===== src/rtl/ls_unit.sv =====
// ls_unit: byte-serial load/store unit that issues one memory byte per cycle and broadcasts on the CDB.
// Latency: accept edge to CDB broadcast is N+2 cycles (loads), N+1 (stores), 1 (misaligned, checked build).
// Backpressure: LSreadEn is high only in IDLE; LSworkEn is ignored while busy.
// Ports: clk/rst, issue (LSworkEn, operandO, operandT, imm, wrtTag, wrtName, opCode, LSreadEn),
//        byte memory (memAddr, memRdEn, memWrEn, memWrData, memRdData),
//        CDB (enCDBwrt, CDBTag, CDBData, CDBName), lsExcept when LS_MISALIGN_CHECK_EN is defined.
// Optional feature macro: LS_MISALIGN_CHECK_EN (misaligned half/word accesses raise lsExcept instead of running).

`ifndef LS_UNIT_DEFS
`define LS_UNIT_DEFS
`define DataBus  [31:0]
`define TagBus   [3:0]
`define NameBus  [4:0]
`define OpBus    [2:0]
`define LB       3'd0
`define LH       3'd1
`define LW       3'd2
`define LBU      3'd3
`define LHU      3'd4
`define SB       3'd5
`define SH       3'd6
`define SW       3'd7
`define tagFree  4'd0
`define dataFree 32'd0
`define nameFree 5'd0
`endif

module ls_unit (
    input  logic            clk,
    input  logic            rst,
    input  logic            LSworkEn,
    input  logic `DataBus   operandO,
    input  logic `DataBus   operandT,
    input  logic `DataBus   imm,
    input  logic `TagBus    wrtTag,
    input  logic `NameBus   wrtName,
    input  logic `OpBus     opCode,
    output logic            LSreadEn,
    output logic [31:0]     memAddr,
    output logic            memRdEn,
    output logic            memWrEn,
    output logic [7:0]      memWrData,
    input  logic [7:0]      memRdData,
    output logic            enCDBwrt,
    output logic `TagBus    CDBTag,
    output logic `DataBus   CDBData,
    output logic `NameBus   CDBName
`ifdef LS_MISALIGN_CHECK_EN
    ,
    output logic            lsExcept
`endif
);

    typedef enum logic [1:0] {IDLE = 2'd0, ACCESS = 2'd1, WB = 2'd2} state_t;

    state_t          state;
    logic [31:0]     addr_q;
    logic [31:0]     sdata_q;
    logic [31:0]     rdata_q;
    logic `TagBus    tag_q;
    logic `NameBus   name_q;
    logic `OpBus     op_q;
    logic [2:0]      nbytes_q;
    logic [2:0]      cnt;        // edges elapsed since the accept edge
    logic            load_q;
    logic            mis_q;

    logic [31:0]     acc_addr;
    logic [2:0]      acc_n;
    logic            acc_load;
    logic            acc_mis;
    logic [2:0]      done_cnt;
    logic [2:0]      cap_idx;
    logic            cap_en;

    assign acc_addr = operandO + imm;

    always_comb begin
        acc_n    = 3'd4;
        acc_load = 1'b0;
        case (opCode)
            `LB, `LBU: begin acc_n = 3'd1; acc_load = 1'b1; end
            `LH, `LHU: begin acc_n = 3'd2; acc_load = 1'b1; end
            `LW:       begin acc_n = 3'd4; acc_load = 1'b1; end
            `SB:       acc_n = 3'd1;
            `SH:       acc_n = 3'd2;
            default:   acc_n = 3'd4;
        endcase
    end

`ifdef LS_MISALIGN_CHECK_EN
    assign acc_mis = ((acc_n == 3'd2) && acc_addr[0]) ||
                     ((acc_n == 3'd4) && (acc_addr[1:0] != 2'b00));
`else
    assign acc_mis = 1'b0;
`endif

    // Broadcast edge: loads need one edge after the last byte is captured,
    // stores one edge after the last strobe, misaligned ops go out immediately.
    always_comb begin
        if (mis_q)       done_cnt = 3'd1;
        else if (load_q) done_cnt = nbytes_q + 3'd2;
        else             done_cnt = nbytes_q + 3'd1;
    end

    // Read byte k is requested in the cycle after edge k and sampled at edge k+2.
    assign cap_idx = cnt - 3'd2;
    assign cap_en  = load_q && !mis_q && (cnt >= 3'd2) && (cap_idx < nbytes_q);

    function automatic logic [31:0] load_result(input logic `OpBus op, input logic [31:0] r);
        case (op)
            `LB:     load_result = {{24{r[7]}}, r[7:0]};
            `LBU:    load_result = {24'd0, r[7:0]};
            `LH:     load_result = {{16{r[15]}}, r[15:0]};
            `LHU:    load_result = {16'd0, r[15:0]};
            default: load_result = r;
        endcase
    endfunction

    always_ff @(posedge clk) begin
        if (rst) begin
            state     <= IDLE;
            LSreadEn  <= 1'b1;
            memAddr   <= 32'd0;
            memRdEn   <= 1'b0;
            memWrEn   <= 1'b0;
            memWrData <= 8'd0;
            enCDBwrt  <= 1'b0;
            CDBTag    <= `tagFree;
            CDBData   <= `dataFree;
            CDBName   <= `nameFree;
            addr_q    <= 32'd0;
            sdata_q   <= 32'd0;
            rdata_q   <= 32'd0;
            tag_q     <= `tagFree;
            name_q    <= `nameFree;
            op_q      <= `LB;
            nbytes_q  <= 3'd0;
            cnt       <= 3'd0;
            load_q    <= 1'b0;
            mis_q     <= 1'b0;
`ifdef LS_MISALIGN_CHECK_EN
            lsExcept  <= 1'b0;
`endif
        end else begin
            case (state)
                IDLE: begin
                    if (LSworkEn) begin
                        addr_q   <= acc_addr;
                        sdata_q  <= operandT;
                        rdata_q  <= 32'd0;
                        tag_q    <= wrtTag;
                        name_q   <= wrtName;
                        op_q     <= opCode;
                        nbytes_q <= acc_n;
                        load_q   <= acc_load;
                        mis_q    <= acc_mis;
                        cnt      <= 3'd1;
                        LSreadEn <= 1'b0;
                        state    <= ACCESS;
                        // Byte 0 goes out in the cycle right after the accept edge.
                        if (!acc_mis) begin
                            memAddr   <= acc_addr;
                            memRdEn   <= acc_load;
                            memWrEn   <= !acc_load;
                            memWrData <= acc_load ? 8'd0 : operandT[7:0];
                        end
                    end
                end
                ACCESS: begin
                    cnt <= cnt + 3'd1;
                    if (!mis_q && (cnt < nbytes_q)) begin
                        memAddr   <= addr_q + {29'd0, cnt};
                        memRdEn   <= load_q;
                        memWrEn   <= !load_q;
                        memWrData <= load_q ? 8'd0 : sdata_q[{cnt[1:0], 3'b000} +: 8];
                    end else begin
                        memAddr   <= 32'd0;
                        memRdEn   <= 1'b0;
                        memWrEn   <= 1'b0;
                        memWrData <= 8'd0;
                    end
                    if (cap_en) begin
                        rdata_q[{cap_idx[1:0], 3'b000} +: 8] <= memRdData;
                    end
                    if (cnt == done_cnt) begin
                        state    <= WB;
                        enCDBwrt <= 1'b1;
                        CDBTag   <= tag_q;
                        CDBName  <= name_q;
                        CDBData  <= (load_q && !mis_q) ? load_result(op_q, rdata_q) : 32'd0;
`ifdef LS_MISALIGN_CHECK_EN
                        lsExcept <= mis_q;
`endif
                    end
                end
                WB: begin
                    // WB coincides with the broadcast cycle; free the unit next.
                    state    <= IDLE;
                    LSreadEn <= 1'b1;
                    enCDBwrt <= 1'b0;
                    CDBTag   <= `tagFree;
                    CDBData  <= `dataFree;
                    CDBName  <= `nameFree;
`ifdef LS_MISALIGN_CHECK_EN
                    lsExcept <= 1'b0;
`endif
                end
                default: state <= IDLE;
            endcase
        end
    end

endmodule


===== config.mk =====
export PLATFORM = sky130hd
export DESIGN_NAME = ls_unit
export DESIGN_NICKNAME = d
export VERILOG_FILES = /design/src/rtl/ls_unit.sv
export SDC_FILE = /design/constraint.sdc
export NUM_CORES = 1
export LEC_CHECK = 0
export CORE_ASPECT_RATIO = 1.25
export CORE_MARGIN = 2
export CORE_UTILIZATION = 56
export CTS_BUF_LIST = sky130_fd_sc_hd__clkbuf_16
export DETAILED_ROUTE_END_ITERATION = 8
export GPL_TIMING_DRIVEN = 0
export PLACE_DENSITY = 0.95
export SYNTH_ARGS = -nofsm -noshare
export SYNTH_HDL_FRONTEND = slang
export SYNTH_SLANG_ARGS = --single-unit
export TNS_END_PERCENT = 10

===== constraint.sdc =====
create_clock -name clk -period 6.5 [get_ports clk]
set_input_delay 0.975 -clock clk [delete_from_list [all_inputs] [get_ports clk]]
set_output_delay 0.975 -clock clk [all_outputs]
set_load 0.005 [all_outputs]

==> results of run 1 <==
-- worst paths after layout --
check / startpoint / cells past startpoint / end / slack (ns)
worst min-delay path: CDBData[28]$_SDFFE_PP0P_ / 2 / CDBData[28]$_SDFFE_PP0P_ / 0.45
worst max-delay path: cnt[1]$_SDFFE_PP0P_ / 9 / memAddr[4]$_SDFFE_PP0P_ / 2.86
worst min register to register: CDBData[28]$_SDFFE_PP0P_ / 2 / CDBData[28]$_SDFFE_PP0P_ / 0.45
worst max register to register: cnt[1]$_SDFFE_PP0P_ / 9 / memAddr[4]$_SDFFE_PP0P_ / 2.86
-- routing by layer --
layer	vias to the layer above	track usage, %	routed length (um)
met5	-	0	0
met2	611	56.8	15800
met1	4854	32.7	10700
met4	0	21.0	2260
met3	173	5.08	2650
li1	4798	-	-
-- cell type report --
class | instances | area [um2]
Clock inverter | 15 | 68.8
Clock buffer | 19 | 475
Inverter | 13 | 48.8
Timing Repair Buffer | 202 | 2020
Tap cell | 228 | 285
Antenna cell | 2 | 5.00
Buffer | 66 | 275
Fill cell | 1285 | 4960
Multi-Input combinational cell | 932 | 5780
Sequential cell | 202 | 4040
-- stage by stage --
stage	setup slack [ns]	hold WS [ns]	instance area, um2
6_report	2.86	0.448	13000
5_1_grt	2.73	0.470	13000
4_1_cts	2.80	0.449	13000
3_5_place_dp	2.79	0.441	12400
3_3_place_gp	2.82	0.435	12400
2_1_floorplan	3.46	0.432	10100
-- synth_stat cells (all sizes together), types with 7 or more instances --
cell | count | share of area (%)
o21ai | 66 | 3.4
xnor2 | 38 | 3.3
nand2b | 7 | 0.43
and3 | 12 | 0.74
dfxtp | 202 | 40
nand4 | 10 | 0.68
inv | 13 | 0.48
o21a | 8 | 0.59
nand3 | 56 | 2.8
xor2 | 23 | 2.0
a211oi | 8 | 0.59
a22o | 22 | 1.9
a21oi | 148 | 7.4
nand2 | 234 | 8.7
nor3 | 29 | 1.6
nor2 | 65 | 2.4
a221oi | 12 | 1.0
a21o | 20 | 1.5
buf | 15 | 0.81
a31oi | 7 | 0.58
clkbuf | 51 | 1.9
ha | 45 | 5.6
a22oi | 23 | 1.7
mux4 | 8 | 1.8
-- registers in the layout, indices dropped and copies added, names as in the netlist --
| register | count |
|---|---|
| enCDBwrt | 1 |
| state | 2 |
| sdata_q | 32 |
| name_q | 5 |
| rdata_q | 32 |
| tag_q | 4 |
| nbytes_q | 3 |
| memWrEn | 1 |
| CDBTag | 4 |
| memWrData | 8 |
| load_q | 1 |
| CDBData | 32 |
| op_q | 3 |
| cnt | 3 |
| LSreadEn | 1 |
| CDBName | 5 |
| addr_q | 32 |
| memRdEn | 1 |
| memAddr | 32 |
-- kinds of logic after synthesis --
| kind of cell | Yosys count |
|---|---|
| fa+ha+maj | 47 |
| buf+inv | 79 |
| flops | 202 |
| mux | 14 |
| simple gates | 448 |
| xor+xnor | 61 |
| compound gates | 362 |
-- worst max-delay path, cell delays in order, from the launching register on --
cell and delay (ns):
dfxtp_1 0.59, buf_1 0.59, inv_1 0.25, ha_1 0.39, nor2b_1 0.05, a221o_1 0.37, nor2_1 0.37, clkbuf_1 0.56
a22oi_1 0.18, a21oi_1 0.21
-- where the power goes --
group	switching (uW)	total [uW]	internal, uW
registers	78.1	1400	1320
clock network	472	1010	533
logic	406	724	318
==> run metrics, run 1 <==
wire length after detailed routing=31400 um; Power Total=3130 uW; hold buffer count at cts=0; synthesized netlist net count=1379; setup repair after global routing missed its margin=false; fraction of final layout cells sized beyond drive strength 1=4.90%; count of antenna-violating nets left after detailed routing=0; global-route wire length before repair=49600 um; Post-synth EDFFs=0; required time reported for the critical path endpoint=6.92 ns; combinational family with the most area after synthesis=compound AO/OA/AOI/OAI gates; Peak VDD IR=0.168 mV; share of the synthesized netlist area taken by xor and xnor gates=5.27%; fraction of the mapped netlist area in compound gates=23.1%; final-layout setup total negative slack=0 ns; post-cts sizing count=0; leak pwr=0.00494 uW; count of endpoints failing setup in the final report=0; post-layout instance count excluding filler cells=1679; Setup Fix Bufs, Post-CTS=0; antenna violations before repair=1; max-capacitance violation count=0; Seq/Total Area, Yosys=39.9%; DRC violations left=0; adder-cell share of the synthesized area=5.95%; count of state elements after synthesis=202; Core Rows=55; final weighted congestion in routability-driven placement=0.936; commonest cells after routing, fill and taps aside=nand2_1 (232), dfxtp_1 (202), clkdlybuf4s50_1 (202); Hold Fails Final Rpt=0; share of the clock period used by the worst path after layout=56.0%; number of standard cells after synthesis=1213; Critical Path End Type=flop; transition time of the tightest slew-check pin=0.973 ns; Bufs on Longest Clock Path=3; maximum clock rate=0.275 GHz; root buffer selected by CTS=clkbuf_16; total clock sinks=202; chip width=124 um; starting utilization of the core area=56.5%; simple-gate area share of the yosys netlist=20.3%; starting DRC count in detailed routing=903; mux contribution to synthesized area=2.37%; final global-route overflow total=0; count of input and output buffers=202; library cells used by synthesis=77; Synth Area per Inst=8.36 um2; max-slew violations=0; Inst Count DP=1643; worst-path fanout max=10; CP Launch Type=flop; via count=10400; Core Footprint=18000 um2; Die Y=154 um; area enclosed by the die boundary=19200 um2; critical path class=reg -> reg; prevailing post-synth register cell=dfxtp_1; mean number of vias per cell=6.22; GRT Util Overall=31.1%; Hold Path Class=reg -> reg; ports placed on the boundary=204; largest net degree at the start of global routing=16; clock insertion delay at the later pin of the skew report=0.50 ns; worst max-slew margin expressed relative to the limit=34.9%; cell area after synthesis=10100 um2; H-Tree Depth=1; Clock transition at path regs=0.07 ns; iteration count of the initial detailed-routing pass=6; clock tree from TritonCTS=built; layout overhead on the synthesized area=28.2%; power per cell area=241 nW/um2; cts bufs inserted=19; number of global-route vias before repair=10300; async set or reset register ratio after synthesis=0%; final worst clock skew=0.0128 ns; layout net count=1602; final design utilization=72.4%; leading cell type in the layout, fill and taps excluded=nand2_1; routed wirelength normalized by instance count=18.7 um; DPL Wire Length=23600 um; synth warn=0; crit path DAT=4.06 ns; status=complete, no violations; minimum clock period after layout=3.64 ns
(Power assumes the default switching activity.)
==> run 2, diff against run 1 <==
- CORE_UTILIZATION: 56 -> 52
- PLACE_DENSITY: 0.95 -> 0.93
- clock period: 6.5 -> 3.5 ns (I/O delays scaled with it)
==> run 2 against run 1 <==
Against the previous run: non-clock buffer count unchanged; combinational power increased by 85%; critical endpoint is now memAddr[15]$_SDFFE_PP0P_; wire length decreased by 2.1%; maximum frequency increased by 7.4%; via count decreased by 1.1%; hold slack got worse by 0.028 ns; critical path type unchanged; sequential power increased by 86%; setup slack got worse by 2.7 ns; sequential share of layout area decreased by 0.31 points; clock-buffer cell count increased by 2; die area increased by 7.5%.
==> run metrics, run 2 (synthesized netlist as in run 1, its figures left out) <==
max-slew violations=0 (unchanged); wire length after detailed routing=30800 um (-2.1%); worst max-slew margin expressed relative to the limit=39.0% (+4.2 points); starting DRC count in detailed routing=819 (-9.3%); GRT Util Overall=29.3% (-1.8 points); via count=10300 (-1.1%); critical path cell sequence=buf_2 -> inv_1 -> ha_1 -> nor2b_1 -> a221o_1 -> nor2_1 -> clkbuf_1 -> a22oi_1 -> o2bb2ai_1; final design utilization=68.2% (-4.2 points); Setup Fix Bufs, Post-CTS=0 (unchanged); max-capacitance violation count=0 (unchanged); largest net degree at the start of global routing=16 (unchanged); total clock sinks=202 (unchanged); routed wirelength normalized by instance count=18.2 um (-2.6%); Crit path max-delay family=buffers and inverters; required time reported for the critical path endpoint=3.91 ns (-3.01 ns); leak pwr=0.00499 uW (+0.98%); fraction of final layout cells sized beyond drive strength 1=5.38% (+0.48 points); clock tree from TritonCTS=built; Core Rows=57 (+3.6%); Core Footprint=19300 um2 (+7.2%); CP Launch Type=flop; global-route wire length before repair=49000 um (-1.3%); count of endpoints failing setup in the final report=0 (unchanged); biggest cell delay along the critical path=0.61 ns (+0.02 ns); post-cts sizing count=2 (+2); minimum clock period after layout=3.39 ns (-0.251 ns); leading cell type in the layout, fill and taps excluded=nand2_1; crit path DAT=3.80 ns (-0.26 ns); Bufs on Longest Clock Path=3 (unchanged); Hold Path Class=in -> reg; chip width=129 um (+3.7%); critical path class=reg -> reg; Die Y=160 um (+3.7%); hold buffer count at cts=0 (unchanged); layout overhead on the synthesized area=29.5%; H-Tree Depth=1 (unchanged); count of antenna-violating nets left after detailed routing=0 (unchanged); transition time of the tightest slew-check pin=0.911 ns (-0.0624 ns); mean number of vias per cell=6.12 (-1.5%); slowest library cell on the worst path=dfxtp_1; root buffer selected by CTS=clkbuf_16; DPL Wire Length=23200 um (-1.6%); Peak VDD IR=0.284 mV (+69%); worst-path fanout max=10 (unchanged); buffer and inverter count on the worst path=3 (unchanged); final weighted congestion in routability-driven placement=0.951 (+1.6%); Ant. Diodes=0 (-2); starting utilization of the core area=52.7% (-3.8 points); number of global-route vias before repair=10000 (-2.8%); worst setup slack after layout=0.114 ns (-2.75 ns); cts bufs inserted=20 (+1); antenna violations before repair=0 (-1); layout net count=1603 (+0.062%); setup repair after global routing missed its margin=false; Clock transition at path regs=0.07 ns (about the same); status=complete, no violations; final-layout setup total negative slack=0 ns (unchanged); final global-route overflow total=0 (unchanged); iteration count of the initial detailed-routing pass=6 (unchanged); commonest cells after routing, fill and taps aside=nand2_1 (232), dfxtp_1 (202), clkdlybuf4s50_1 (202); area enclosed by the die boundary=20600 um2 (+7.5%); maximum clock rate=0.295 GHz (+7.4%); Worst R2R Setup Slack=0.11 ns (-2.75 ns); final worst clock skew=0.00765 ns (-0.00512 ns); Critical Path End Type=flop; minimum setup slack after placement=-0.155 ns (-2.94 ns); count of input and output buffers=202 (unchanged); share of the clock period used by the worst path after layout=96.7% (+41 points); Hold Fails Final Rpt=0 (unchanged); clock insertion delay at the later pin of the skew report=0.49 ns (about the same); ports placed on the boundary=204 (unchanged); power per cell area=468 nW/um2 (+95%); DRC violations left=0 (unchanged)
[run 2: changes by cell type in the layout (fill, tap and decap cells not counted)]
| cell | change |
|---|---|
| buf_2 | +1 |
| clkbuf_16 | +2 |
| clkinv_2 | +2 |
| inv_1 | -5 |
| bufinv_16 | +3 |
| clkinv_4 | -1 |
| diode_2 | -2 |
| buf_1 | -1 |
[run 2: layout make-up]
| type | instances | area, um2 |
|---|---|---|
| fill | 1437 | 6120 |
| multi-input combinational | 932 | 5780 |
| sequential | 202 | 4040 |
| timing repair buffer | 202 | 2020 |
| clock buffer | 21 | 526 |
| tap | 236 | 295 |
| buffer | 66 | 277 |
| clock inverter | 14 | 141 |
| inverter | 13 | 48.8 |
[run 2: worst reg2reg max path: cells and delay by family, from the launching register on]
kind / cells / cell delay (ns)
adders and majority gates: 1 / 0.35
and+or+nand+nor: 2 / 0.42
DFF: 1 / 0.61
buffers and inverters: 3 / 1.13
AOI/OAI and AO/OA: 3 / 0.79
[run 2: power breakdown]
part	internal [uW]	switching, uW
clock network	1310	902
registers	2460	142
logic	590	750
total	4360	1790
[run 2: through the flow]
stage / total power [uW] / cell area (um2) / std cells / hold WS [ns]
after CTS: 6120 / 13100 / 1686 / 0.408
after floorplan: 3390 / 10100 / 1213 / 0.432
after global routing: 6370 / 13100 / 1686 / 0.431
after detailed placement: 3940 / 12500 / 1651 / 0.444
after global placement: 3900 / 12500 / 1651 / 0.436
final: 6150 / 13100 / 1686 / 0.420
[run 2: per-layer routing]
| layer | vias up | wire, um | track usage [%] |
|---|---|---|---|
| li1 | 4803 | - | - |
| met3 | 144 | 2410 | 3.92 |
| met5 | - | 0 | 0 |
| met4 | 0 | 1890 | 17.7 |
| met2 | 587 | 15500 | 52.2 |
| met1 | 4790 | 11000 | 32.6 |
[run 2: final timing paths]
| path | start | endpoint | cells after the start |
|---|---|---|---|
| setup / recovery | cnt[1]$_SDFFE_PP0P_ | memAddr[15]$_SDFFE_PP0P_ | 9 |
| hold / removal | opCode[0] | op_q[0]$_SDFFE_PP0P_ | 3 |
| setup reg to reg | cnt[1]$_SDFFE_PP0P_ | memAddr[15]$_SDFFE_PP0P_ | 9 |
| hold reg to reg | CDBData[30]$_SDFFE_PP0P_ | CDBData[30]$_SDFFE_PP0P_ | 2 |
==> run 3, diff against run 2 <==
- CORE_MARGIN: 2 -> default
- CTS_CLUSTER_SIZE: default -> 40
- clock period: 3.5 -> 3.15 ns (I/O delays scaled with it)
==> run 3 against run 2 <==
Against the previous run: clock skew up 0.013 ns; global-route usage is 0.27 points higher; sequential power rose by 11%.
==> run metrics, run 3 (synthesized netlist as in run 1, its figures left out) <==
CP Launch Type=flop; mean number of vias per cell=6.06 (-1.0%); fraction of final layout cells sized beyond drive strength 1=5.25% (-0.13 points); minimum clock period after layout=2.89 ns (-0.493 ns); Peak VDD IR=0.327 mV (+15%); Worst R2R Start=cnt[1]$_SDFFE_PP0P_; final weighted congestion in routability-driven placement=0.938 (-1.4%); Core Rows=56 (-1.8%); post-route standard cell area excluding fillers=13000 um2 (-0.99%); GRT Util Overall=29.5% (+0.27 points); Clock transition at path regs=0.07 ns (about the same); antenna violations before repair=0 (unchanged); largest net degree at the start of global routing=16 (unchanged); part of the total power dissipated in the clock network=32.2% (-3.7 points); hold buffer count at cts=0 (unchanged); starting utilization of the core area=53.6% (+0.94 points); layout overhead on the synthesized area=28.2%; root buffer selected by CTS=clkbuf_16; routed wirelength normalized by instance count=18.1 um (-1.0%); placed inst area=12500 um2 (about the same); crit path DAT=3.30 ns (-0.50 ns); max-capacitance violation count=0 (unchanged); beginning of the worst hold path=opCode[0]; count of endpoints failing setup in the final report=0 (unchanged); biggest cell delay along the critical path=0.47 ns (-0.14 ns); FF+latch area=4050 um2 (about the same); commonest cells after routing, fill and taps aside=nand2_1 (232), clkdlybuf4s50_1 (202), dfxtp_1 (201); critical path cell sequence=buf_2 -> inv_1 -> ha_1 -> nor2b_1 -> a221o_1 -> nor2_1 -> clkbuf_2 -> a22oi_1 -> o2bb2ai_1; worst-path fanout max=10 (unchanged); cts bufs inserted=19 (-5.0%); DRC violations left=0 (unchanged); count of antenna-violating nets left after detailed routing=0 (unchanged); clock insertion delay at the later pin of the skew report=0.50 ns (about the same); iteration count of the initial detailed-routing pass=8 (+2); power share of the sequential group=44.8% (+2.5 points); area of the multi-input gates=5780 um2 (unchanged); DPL Wire Length=23000 um (-1.3%); Critical Path End Type=flop; required time reported for the critical path endpoint=3.56 ns (-0.35 ns); wire length after detailed routing=30300 um (-1.4%); global-route wire length before repair=47200 um (-3.6%); final worst clock skew=0.0209 ns (+0.0133 ns); area enclosed by the die boundary=20100 um2 (-2.8%); leading cell type in the layout, fill and taps excluded=nand2_1; count of input and output buffers=202 (unchanged); slowest library cell on the worst path=dfxtp_2; max-slew violations=0 (unchanged); Core Footprint=18900 um2 (-1.8%); number of filler cells placed in the layout=1484 (+3.3%); Crit path max-delay family=buffers and inverters; worst setup slack after layout=0.257 ns (+0.143 ns); critical path startpoint=cnt[1]$_SDFFE_PP0P_; final global-route overflow total=0 (unchanged); Hold Path Class=in -> reg; clock tree from TritonCTS=built; Int Power=4480 uW (+2.9%); share of the clock period used by the worst path after layout=91.8% (-4.9 points); H-Tree Depth=1 (unchanged); Hold Fails Final Rpt=0 (unchanged); status=complete, no violations; Die Y=158 um (-1.2%); critical path class=reg -> reg; net switching fraction of the power=30.4% (+1.2 points); starting DRC count in detailed routing=784 (-4.3%); final-layout setup total negative slack=0 ns (unchanged); power per cell area=495 nW/um2 (+5.8%); setup repair after global routing missed its margin=false; layout net count=1602 (-0.062%); worst max-slew margin expressed relative to the limit=36.6% (-2.4 points); Ant. Diodes=0 (unchanged); ports placed on the boundary=204 (unchanged); maximum clock rate=0.346 GHz (+17%); number of global-route vias before repair=9911 (-1.0%); chip width=127 um (-1.6%); net switching component of the power=1960 uW (+9.2%); buffer and inverter count on the worst path=3 (unchanged); Bufs on Longest Clock Path=3 (unchanged); minimum setup slack after placement=-0.521 ns (-0.366 ns); total clock sinks=202 (unchanged); transition time of the tightest slew-check pin=0.947 ns (+0.0359 ns); Comb pwr share=23.1% (+1.3 points); via count=10200 (-1.4%); leak pwr=0.00496 uW (-0.66%)
-- run 3: path summary, 6_finish.rpt --
path | to | slack [ns] | cells after the start
worst max-delay path | memAddr[15]$_SDFFE_PP0P_ | 0.26 | 9
worst min-delay path | op_q[0]$_SDFFE_PP0P_ | 0.37 | 3
worst max register to register | memAddr[15]$_SDFFE_PP0P_ | 0.26 | 9
worst min register to register | CDBData[27]$_SDFFE_PP0P_ | 0.45 | 2
-- run 3: routing by layer --
metal  routed length (um)  global-route usage, %
met3                 2350                   3.92
met1                10700                   30.6
met4                 1700                   18.4
met2                15600                   56.1
met5                    0                      0
-- run 3: area by class of cell --
type | instances | share of cell area (%)
multi-input combinational | 932 | 44.4
clock inverter | 14 | 0.481
timing repair buffer | 202 | 15.6
tap | 232 | 2.23
inverter | 13 | 0.375
clock buffer | 19 | 3.66
buffer | 66 | 2.15
sequential | 202 | 31.1
-- run 3: through the flow --
step | instances | hold slack [ns] | total power [uW] | util, %
6_report | 1680 | 0.368 | 6440 | 68.7
5_1_grt | 1680 | 0.402 | 6670 | 68.7
4_1_cts | 1680 | 0.361 | 6400 | 68.7
3_5_place_dp | 1647 | 0.443 | 4380 | 65.8
3_3_place_gp | 1647 | 0.435 | 4330 | 65.8
2_1_floorplan | 1213 | 0.432 | 3770 | -
-- run 3: worst reg2reg max path: cells and delay by family, from the launching register on --
kind | cells | cell delay (ns)
AND/OR/NAND/NOR | 2 | 0.46
buffers and inverters | 3 | 0.90
AO/OA/AOI/OAI | 3 | 0.67
adder cells (fa/ha/maj) | 1 | 0.33
flip-flops | 1 | 0.47
-- run 3: power groups by stage --
stage | registers [uW] | logic, uW | clock network (uW)
5_1_grt | 2900 | 1600 | 2170
4_1_cts | 2880 | 1470 | 2050
3_3_place_gp | 2920 | 1410 | 0
6_report | 2880 | 1490 | 2070
3_5_place_dp | 2930 | 1450 | 0
2_1_floorplan | 2890 | 875 | 0
-- run 3: timing repair --
item | in CTS | in global routing
endpoints found under the hold margin | 0 | 0
buffers inserted | 0 | 0
gates resized for setup | 3 | 3
setup endpoints to repair | 62 | 32
